<file path="src/rtl/tcam_pkg.sv">
// Shared types for the TCAM lookup engine: command opcodes and controller states.
package tcam_pkg;

  typedef enum logic [1:0] {
    OP_WRITE  = 2'd0,
    OP_READ   = 2'd1,
    OP_LOOKUP = 2'd2,
    OP_FLUSH  = 2'd3
  } op_e;

  typedef enum logic [2:0] {
    S_IDLE   = 3'd0,
    S_WR     = 3'd1,
    S_RD     = 3'd2,
    S_CMP    = 3'd3,
    S_CMP_RD = 3'd4,
    S_FLU    = 3'd5,
    S_RSP    = 3'd6
  } state_e;

endpackage

</file>
<file path="src/rtl/tcam_prio_enc.sv">
// Combinational priority encoder over the registered match vector; lowest index wins.
module tcam_prio_enc #(
  parameter int WORDS  = 16,
  parameter int ADDR_W = $clog2(WORDS)
) (
  input  logic [WORDS-1:0]  match,
  output logic              hit,
  output logic              multi,
  output logic [ADDR_W-1:0] idx
);

  always_comb begin
    idx = '0;
    // Walk downwards so the last assignment is the lowest set bit.
    for (int i = WORDS - 1; i >= 0; i--) begin
      if (match[i]) idx = ADDR_W'(i);
    end
  end

  assign hit   = |match;
  // Clearing the lowest set bit leaves something only if two or more were set.
  assign multi = |(match & (match - WORDS'(1)));

endmodule

</file>
<file path="src/rtl/tcam_lookup_engine.sv">
// Ternary CAM with write/read/lookup/flush behind valid/ready command and response ports.
// Lookups run a registered compare stage followed by a priority-encode-and-read stage.
module tcam_lookup_engine
  import tcam_pkg::*;
#(
  parameter int KEY_W  = 4,
  parameter int RES_W  = 4,
  parameter int WORDS  = 16,
  parameter int ADDR_W = $clog2(WORDS)
) (
  input  logic              clk,
  input  logic              rst,
  input  logic              cmd_valid,
  output logic              cmd_ready,
  input  logic [1:0]        cmd_op,
  input  logic [ADDR_W-1:0] cmd_addr,
  input  logic [KEY_W-1:0]  cmd_key,
  input  logic [KEY_W-1:0]  cmd_mask,
  input  logic [RES_W-1:0]  cmd_result,
  input  logic              cmd_vld,
  output logic              rsp_valid,
  input  logic              rsp_ready,
  output logic [1:0]        rsp_op,
  output logic              rsp_hit,
  output logic              rsp_multi,
  output logic [ADDR_W-1:0] rsp_addr,
  output logic [KEY_W-1:0]  rsp_key,
  output logic [KEY_W-1:0]  rsp_mask,
  output logic [RES_W-1:0]  rsp_result,
  output logic              rsp_entry_vld
);

  state_e              state;
  op_e                 op_q;
  logic [ADDR_W-1:0]   addr_q;
  logic [KEY_W-1:0]    key_q;
  logic [KEY_W-1:0]    mask_q;
  logic [RES_W-1:0]    res_q;
  logic                vld_in_q;
  logic [WORDS-1:0]    mvec_q;

  logic [WORDS-1:0]    vld;
  logic [KEY_W-1:0]    ekey  [WORDS];
  logic [KEY_W-1:0]    emask [WORDS];
  logic [RES_W-1:0]    eres  [WORDS];

  logic                pe_hit;
  logic                pe_multi;
  logic [ADDR_W-1:0]   pe_idx;
  logic                in_range;

  assign in_range  = ({1'b0, addr_q} < (ADDR_W + 1)'(WORDS));
  assign cmd_ready = (state == S_IDLE) && !rst;

  tcam_prio_enc #(
    .WORDS  (WORDS),
    .ADDR_W (ADDR_W)
  ) u_prio_enc (
    .match (mvec_q),
    .hit   (pe_hit),
    .multi (pe_multi),
    .idx   (pe_idx)
  );

  always_ff @(posedge clk) begin
    if (rst) begin
      state         <= S_IDLE;
      op_q          <= OP_WRITE;
      addr_q        <= '0;
      key_q         <= '0;
      mask_q        <= '0;
      res_q         <= '0;
      vld_in_q      <= 1'b0;
      mvec_q        <= '0;
      vld           <= '0;
      rsp_valid     <= 1'b0;
      rsp_op        <= '0;
      rsp_hit       <= 1'b0;
      rsp_multi     <= 1'b0;
      rsp_addr      <= '0;
      rsp_key       <= '0;
      rsp_mask      <= '0;
      rsp_result    <= '0;
      rsp_entry_vld <= 1'b0;
      for (int i = 0; i < WORDS; i++) begin
        ekey[i]  <= '0;
        emask[i] <= '0;
        eres[i]  <= '0;
      end
    end else begin
      case (state)
        S_IDLE: begin
          if (cmd_valid) begin
            op_q     <= op_e'(cmd_op);
            addr_q   <= cmd_addr;
            key_q    <= cmd_key;
            mask_q   <= cmd_mask;
            res_q    <= cmd_result;
            vld_in_q <= cmd_vld;
            case (op_e'(cmd_op))
              OP_WRITE:  state <= S_WR;
              OP_READ:   state <= S_RD;
              OP_LOOKUP: state <= S_CMP;
              default:   state <= S_FLU;
            endcase
          end
        end
        S_WR: begin
          // Out-of-range writes are dropped but still acknowledged.
          if (in_range) begin
            ekey[addr_q]  <= key_q;
            emask[addr_q] <= mask_q;
            eres[addr_q]  <= res_q;
            vld[addr_q]   <= vld_in_q;
          end
          rsp_op        <= op_q;
          rsp_hit       <= 1'b0;
          rsp_multi     <= 1'b0;
          rsp_addr      <= addr_q;
          rsp_key       <= '0;
          rsp_mask      <= '0;
          rsp_result    <= '0;
          rsp_entry_vld <= 1'b0;
          rsp_valid     <= 1'b1;
          state         <= S_RSP;
        end
        S_RD: begin
          rsp_op        <= op_q;
          rsp_hit       <= 1'b0;
          rsp_multi     <= 1'b0;
          rsp_addr      <= in_range ? addr_q : '0;
          rsp_key       <= in_range ? ekey[addr_q] : '0;
          rsp_mask      <= in_range ? emask[addr_q] : '0;
          rsp_result    <= in_range ? eres[addr_q] : '0;
          rsp_entry_vld <= in_range ? vld[addr_q] : 1'b0;
          rsp_valid     <= 1'b1;
          state         <= S_RSP;
        end
        S_CMP: begin
          for (int i = 0; i < WORDS; i++) begin
            mvec_q[i] <= vld[i] & (((key_q ^ ekey[i]) & emask[i] & mask_q) == '0);
          end
          state <= S_CMP_RD;
        end
        S_CMP_RD: begin
          rsp_op        <= op_q;
          rsp_hit       <= pe_hit;
          rsp_multi     <= pe_multi;
          rsp_addr      <= pe_hit ? pe_idx : '0;
          rsp_key       <= '0;
          rsp_mask      <= '0;
          rsp_result    <= pe_hit ? eres[pe_idx] : '0;
          rsp_entry_vld <= 1'b0;
          rsp_valid     <= 1'b1;
          state         <= S_RSP;
        end
        S_FLU: begin
          vld           <= '0;
          rsp_op        <= op_q;
          rsp_hit       <= 1'b0;
          rsp_multi     <= 1'b0;
          rsp_addr      <= '0;
          rsp_key       <= '0;
          rsp_mask      <= '0;
          rsp_result    <= '0;
          rsp_entry_vld <= 1'b0;
          rsp_valid     <= 1'b1;
          state         <= S_RSP;
        end
        S_RSP: begin
          if (rsp_ready) begin
            rsp_valid <= 1'b0;
            state     <= S_IDLE;
          end
        end
        default: state <= S_IDLE;
      endcase
    end
  end

endmodule

</file>
<file path="config.mk">
export PLATFORM = sky130hd
export DESIGN_NAME = tcam_lookup_engine
export DESIGN_NICKNAME = d
export VERILOG_FILES = /design/src/rtl/tcam_pkg.sv /design/src/rtl/tcam_prio_enc.sv /design/src/rtl/tcam_lookup_engine.sv
export SDC_FILE = /design/constraint.sdc
export NUM_CORES = 1
export LEC_CHECK = 0
export CAP_MARGIN = 10
export CORE_MARGIN = 3
export CORE_UTILIZATION = 62
export DETAILED_ROUTE_END_ITERATION = 8
export PLACE_DENSITY = 0.87
export SLEW_MARGIN = 0
export SYNTH_ARGS = -nofsm -noshare
export SYNTH_HDL_FRONTEND = slang
export SYNTH_SLANG_ARGS = --single-unit
</file>
<file path="constraint.sdc">
create_clock -name clk -period 5.9 [get_ports clk]
set_input_delay 1.77 -clock clk [delete_from_list [all_inputs] [get_ports clk]]
set_output_delay 1.77 -clock clk [all_outputs]
set_load 0.02 [all_outputs]
</file>
Word-level counts from Yosys, hierarchy flattened
Memory sizes are Yosys's and may differ from the RTL's. A register that Yosys moved wholly into a read port is not among the register bits.
Cells that the tools add are included.
{ "classes": {"n_mux": 57, "n_addsub": 1, "reduce_logical": 40, "eq_ne": 10, "bitwise": 65, "n_lt_le_gt_ge": 2} }
{ "op_table": {"columns": ["operator", "n"], "rows": [
  ["4-bit bitwise AND", 32],
  ["4-bit two-way mux", 30],
  ["4-bit zero test", 16],
  ["4-bit bitwise XOR", 16],
  ["16-bit one-hot mux with 2 select lines", 1],
  ["16-bit OR reduction", 2],
  ["4-bit one-hot mux with 3 select lines", 2],
  ["1-bit bitwise AND", 16],
  ["16-bit bitwise AND", 1],
  ["16-bit bitwise mux", 1],
  ["4-bit one-hot mux with 2 select lines", 2],
  ["4-bit OR reduction", 4],
  ["16-bit by 1-bit subtractor with 16-bit output, second input constant", 1],
  ["3-bit one-hot mux with 4 select lines", 1],
  ["1-bit two-way mux", 11],
  ["3-bit == test, second input constant", 3],
  ["3-bit one-hot mux with 3 select lines", 1],
  ["1-bit one-hot mux with 2 select lines", 4],
  ["2-bit nonzero test", 4],
  ["3-bit by 2-bit == test with 1-bit output, second input constant", 2],
  ["3-bit two-way mux", 2],
  ["2-bit AND reduction", 3],
  ["3-bit nonzero test", 2],
  ["3-bit OR reduction", 2],
  ["13 further kinds", 16]
]} }
{ "totals": {"out_inout_bits": 23, "ff_bits": 76, "memories": 3, "wordCells": 196, "mem_bits_rw": 192, "input_bits": 23} }
{ "memory_table": {"columns": ["memory", "depth", "width", "read_ports", "rd_ports_with_merged_regs", "wr", "line", "text"], "rows": [
  ["ekey", 16, 4, 17, 1, 16, "tcam_lookup_engine.sv:43", "logic [KEY_W-1:0] ekey [WORDS];"],
  ["emask", 16, 4, 17, 1, 16, "tcam_lookup_engine.sv:44", "logic [KEY_W-1:0] emask [WORDS];"],
  ["eres", 16, 4, 2, 1, 16, "tcam_lookup_engine.sv:45", "logic [RES_W-1:0] eres [WORDS];"]
]} }

Logic depth before layout (Yosys ltp)
An unclocked memory read counts as a cell.
{ "logic_depth": {"ltp_word": 19, "ltp_mapped": 10, "depth_no_buf": 7} }

By module
Synthesis repeated with hierarchy kept, for this count alone.
{ "unflattened": {"cells_unflattened": 1188, "area_unflattened_um2": 14172.3} }
{ "by_module_without_submodules": {"columns": ["mod", "instances", "area_per_inst_um2", "cells_per_inst"], "rows": [
  ["tcam_lookup_engine", 1, 13849.5, 1135],
  ["tcam_prio_enc", 1, 322.8, 53]
]} }

Least setup slack after synthesis
Ideal clock, no wire load.
{ "synth_timing": {"path_kind": "input port to output port", "from": "input rst", "to": "output cmd_ready", "required_time_ps": 4130, "n_path_buf": 1, "slack_ps": 1656, "stages": 2, "arrival_ps": 2474, "cell_sequence": "clkbuf_1 > nor3_1"} }
{ "synth_via": {"elab_chain_cells": 2} }
{ "synth_rtl": {"columns": ["item", "line", "text"], "rows": [
  ["start: declaration", "tcam_lookup_engine.sv:12", "input logic rst,"],
  ["1-bit zero test", "tcam_lookup_engine.sv:53", "assign cmd_ready = (state == S_IDLE) && !rst;"],
  ["1-bit logical AND", "tcam_lookup_engine.sv:53", null],
  ["end: declaration", "tcam_lookup_engine.sv:14", "output logic cmd_ready,"]
]} }
Every way passes these cells.

Final worst setup path
Ends and elaborated chain as after synthesis.

==> out/summary.json <==
{
  "finalSetupTns_ns": 0,
  "hold_path_end": "key_q[2]",
  "totalWireLength_um": 38500,
  "min_path_cells": 2,
  "io_buffer_count": 45,
  "postCtsSetupBuffers": 0,
  "synth.distinct_cells": 65,
  "grt_pass1_vias": 9608,
  "fin_cells": 1516,
  "detail_route.first_pass.iterations": 5,
  "worst-slew-pin-transition_ns": 1.24,
  "synth.ff_latch_count": 272,
  "hold_path_startpoint": "key_q[2]",
  "worst-path-max-fanout": 2,
  "chipWidth_um": 157,
  "cts_hold_buffers": 0,
  "peakVddDrop_uv": 241,
  "tritoncts_clock_tree": "done",
  "rr_worst_depth": 4,
  "synth_flop_cell": "edfxtp_1",
  "cts_sink_cnt": 272,
  "power.share.clock": 0.391,
  "htree_levels": 1,
  "worst_setup_path_start_kind": "input pin",
  "timing.hold.worst.class": "reg -> reg",
  "comb_power_share": 0.104,
  "post_cts_resize_count": 0,
  "worstSkewPairLatency_ns": 0.55,
  "synth-async-reset-ratio": 0,
  "required_ns": 4.13,
  "p_per_area_nw_per_um2": 288,
  "clock.fmax_ghz": 0.219,
  "drt-vias-per-instance": 6.72,
  "cts_buffers": 28,
  "pint_mw": 3.30,
  "share_of_the_synthesized_area_in_the_top_cell_type": 0.410,
  "sequentialPowerShare": 0.505,
  "diodes": 0,
  "final_util": 0.701,
  "initial_core_util": 0.638,
  "synthesis.area_um2": 14100,
  "grt-ovfl-total": 0,
  "grt_pass1_wl_um": 58100,
  "gp_routability_congestion": 1.01,
  "timing_max_transition_violations_final": 0,
  "io-pin-count": 46,
  "synthesis.instances": 1228,
  "r2r_slack_ns": 2.50,
  "endpoint_kind": "primary output",
  "ant_nets_after_route": 0,
  "sw_ratio": 0.256,
  "grt_setup_unrepaired": "false",
  "clock-skew-final_ns": 0.0172,
  "rr_startpoint": "state[2]",
  "cell_chosen_for_the_clock_root": "clkbuf_16",
  "timing_worst_setup_path_type": "in -> out",
  "leakagePower_nw": 5.81,
  "area_delta_synth_final_pct": 9.80,
  "drt_first_iter_violations": 1467,
  "die_area_um2": 24500,
  "remaining_drc_errors": 0,
  "netlist_top_cells_area": "edfxtp_1 (41%), dfxtp_1 (11%), mux4_2 (10%), and2_1 (8.7%), xor2_1 (4.0%)",
  "outcome": "finished, final reports clean",
  "worst_r2r_endpoint": "ekey[7][1]",
  "arrival_time_worst_endpoint_ns": 2.80,
  "netlist_top_cells_count": "and2_1 (195), edfxtp_1 (192), nand2_1 (97)",
  "cts.reportedPaths.clkPinSlew_ns": 0.06,
  "final_setup_violation_count": 0,
  "dp_hpwl_um": 26400,
  "routedWlPerCell_um": 25.4,
  "maxCapViolations": 0,
  "placed_cells": 1464,
  "floorplan.rows": 54,
  "total_switching_power_mw": 1.14,
  "syn_nets": 1253,
  "final_period_minus_worst_setup_slack_ns": 4.57,
  "syn_avg_cell_area_um2": 11.5,
  "share_of_the_clock_period_used_by_the_worst_path_after_layout": 0.774,
  "maxSlewHeadroom": 0.171,
  "drive_above_1_share": 0.129,
  "clock_tree.buffer_depth": 3,
  "yosysSeqAreaShare": 0.524,
  "dr_total_vias": 10200,
  "chipHeight_um": 157,
  "synth_enable_flop_cells": 192,
  "grt_max_degree": 63,
  "finalHoldViolations": 0,
  "synth_largest_area_cell": "edfxtp_1",
  "yosysMostFrequentCell": "and2_1",
  "finalNetCount": 1239,
  "antenna_found_initial": 1,
  "overall_fraction_of_global_route_tracks_in_use": 0.315,
  "yosys_warnings": 0,
  "design.core.area_um2": 22000
}
==> cell families (layout without fill, tap and decap cells) <==
family                     count (synthesis)  in the layout  share of synthesized area
buffers and inverters                    112            120                     0.0343
xor gates and xnor gates                  66             66                     0.0411
and+or+nand+nor                          507            507                      0.192
DFF                                      272            272                      0.524
muxes                                    102            102                      0.129
AOI/OAI and AO/OA                        165            165                     0.0761
adders and majority gates                  4              4                    0.00320
==> layout make-up <==
type | instances | area, um^2
Tap cell | 280 | 350
Sequential cell | 272 | 7370
Inverter | 6 | 22.5
Fill cell | 1533 | 6590
Clock inverter | 14 | 138
Timing Repair Buffer | 62 | 573
Clock buffer | 38 | 761
Multi-Input combinational cell | 844 | 6220
==> layer usage <==
metal | share of wire | global-route usage | vias up
met5 | 0.00029 | 0 | -
li1 | - | - | 4432
met1 | 0.38 | 0.452 | 4903
met3 | 0.13 | 0.0761 | 105
met4 | 0.044 | 0.124 | 2
met2 | 0.44 | 0.471 | 739
==> how the worst max path moves through the flow <==
stage	from	to	slack [ns]	cells after the start
after floorplan	rst	cmd_ready	1.66	2
after global placement	rst	cmd_ready	1.30	3
after detailed placement	rst	cmd_ready	1.31	3
after CTS	rst	cmd_ready	1.31	3
after global routing	rst	cmd_ready	1.29	3
final	rst	cmd_ready	1.33	3
==> critical path, cell delays in order <==
cell and delay [ns]:
buf_2 0.11, nor3_1 0.25, clkdlybuf4s50_1 0.67
==> cells in the final DEF (no fill, tap or decap), types with 3 or more instances in the layout <==
master	count
o31ai_1	3
clkdlybuf4s50_1	44
nor4_1	8
clkbuf_1	6
a31oi_1	17
nand3_1	56
a21o_1	4
mux2_2	6
xor2_1	64
mux4_2	63
clkbuf_16	28
buf_4	17
o211ai_1	5
o221ai_1	3
a21oi_1	46
clkinv_2	8
o21ai_0	32
and3_1	5
and2_1	195
inv_1	6
mux2i_1	33
dfxtp_1	76
nor2_1	56
a22oi_1	25
nor2b_1	9
nand4_1	16
nand2b_1	7
nand2_1	97
dfxtp_2	3
a211oi_1	4
or2_2	18
edfxtp_1	192
nor3_1	27
==> power by group through the flow <==
stage | logic (mW) | registers, mW | clock network, mW
final | 0.461 | 2.24 | 1.74
after global routing | 0.487 | 2.25 | 1.81
after CTS | 0.455 | 2.24 | 1.74
after detailed placement | 0.452 | 2.28 | 0
after global placement | 0.441 | 2.27 | 0
after floorplan | 0.325 | 2.20 | 0
==> through the flow <==
stage,total power [mW],hold slack (ns),worst slack (ns),instance area (um^2)
floorplan,2.53,0.432,1.66,14100
global placement,2.71,0.444,1.30,14500
detailed placement,2.73,0.448,1.31,14500
CTS,4.43,0.456,1.31,15400
global route,4.55,0.477,1.29,15400
finish,4.44,0.455,1.33,15400
==> registers in the layout (all words and copies together), names as in the netlist, 4 cells and up, named ones only <==
register    flops
rsp_mask        4
res_q           4
ekey           64
emask          64
eres           64
mask_q          4
rsp_key         4
key_q           4
rsp_result      4
rsp_addr        4
mvec_q         16
vld            16
addr_q          4
Note: power is estimated with default switching activity, not from simulation.
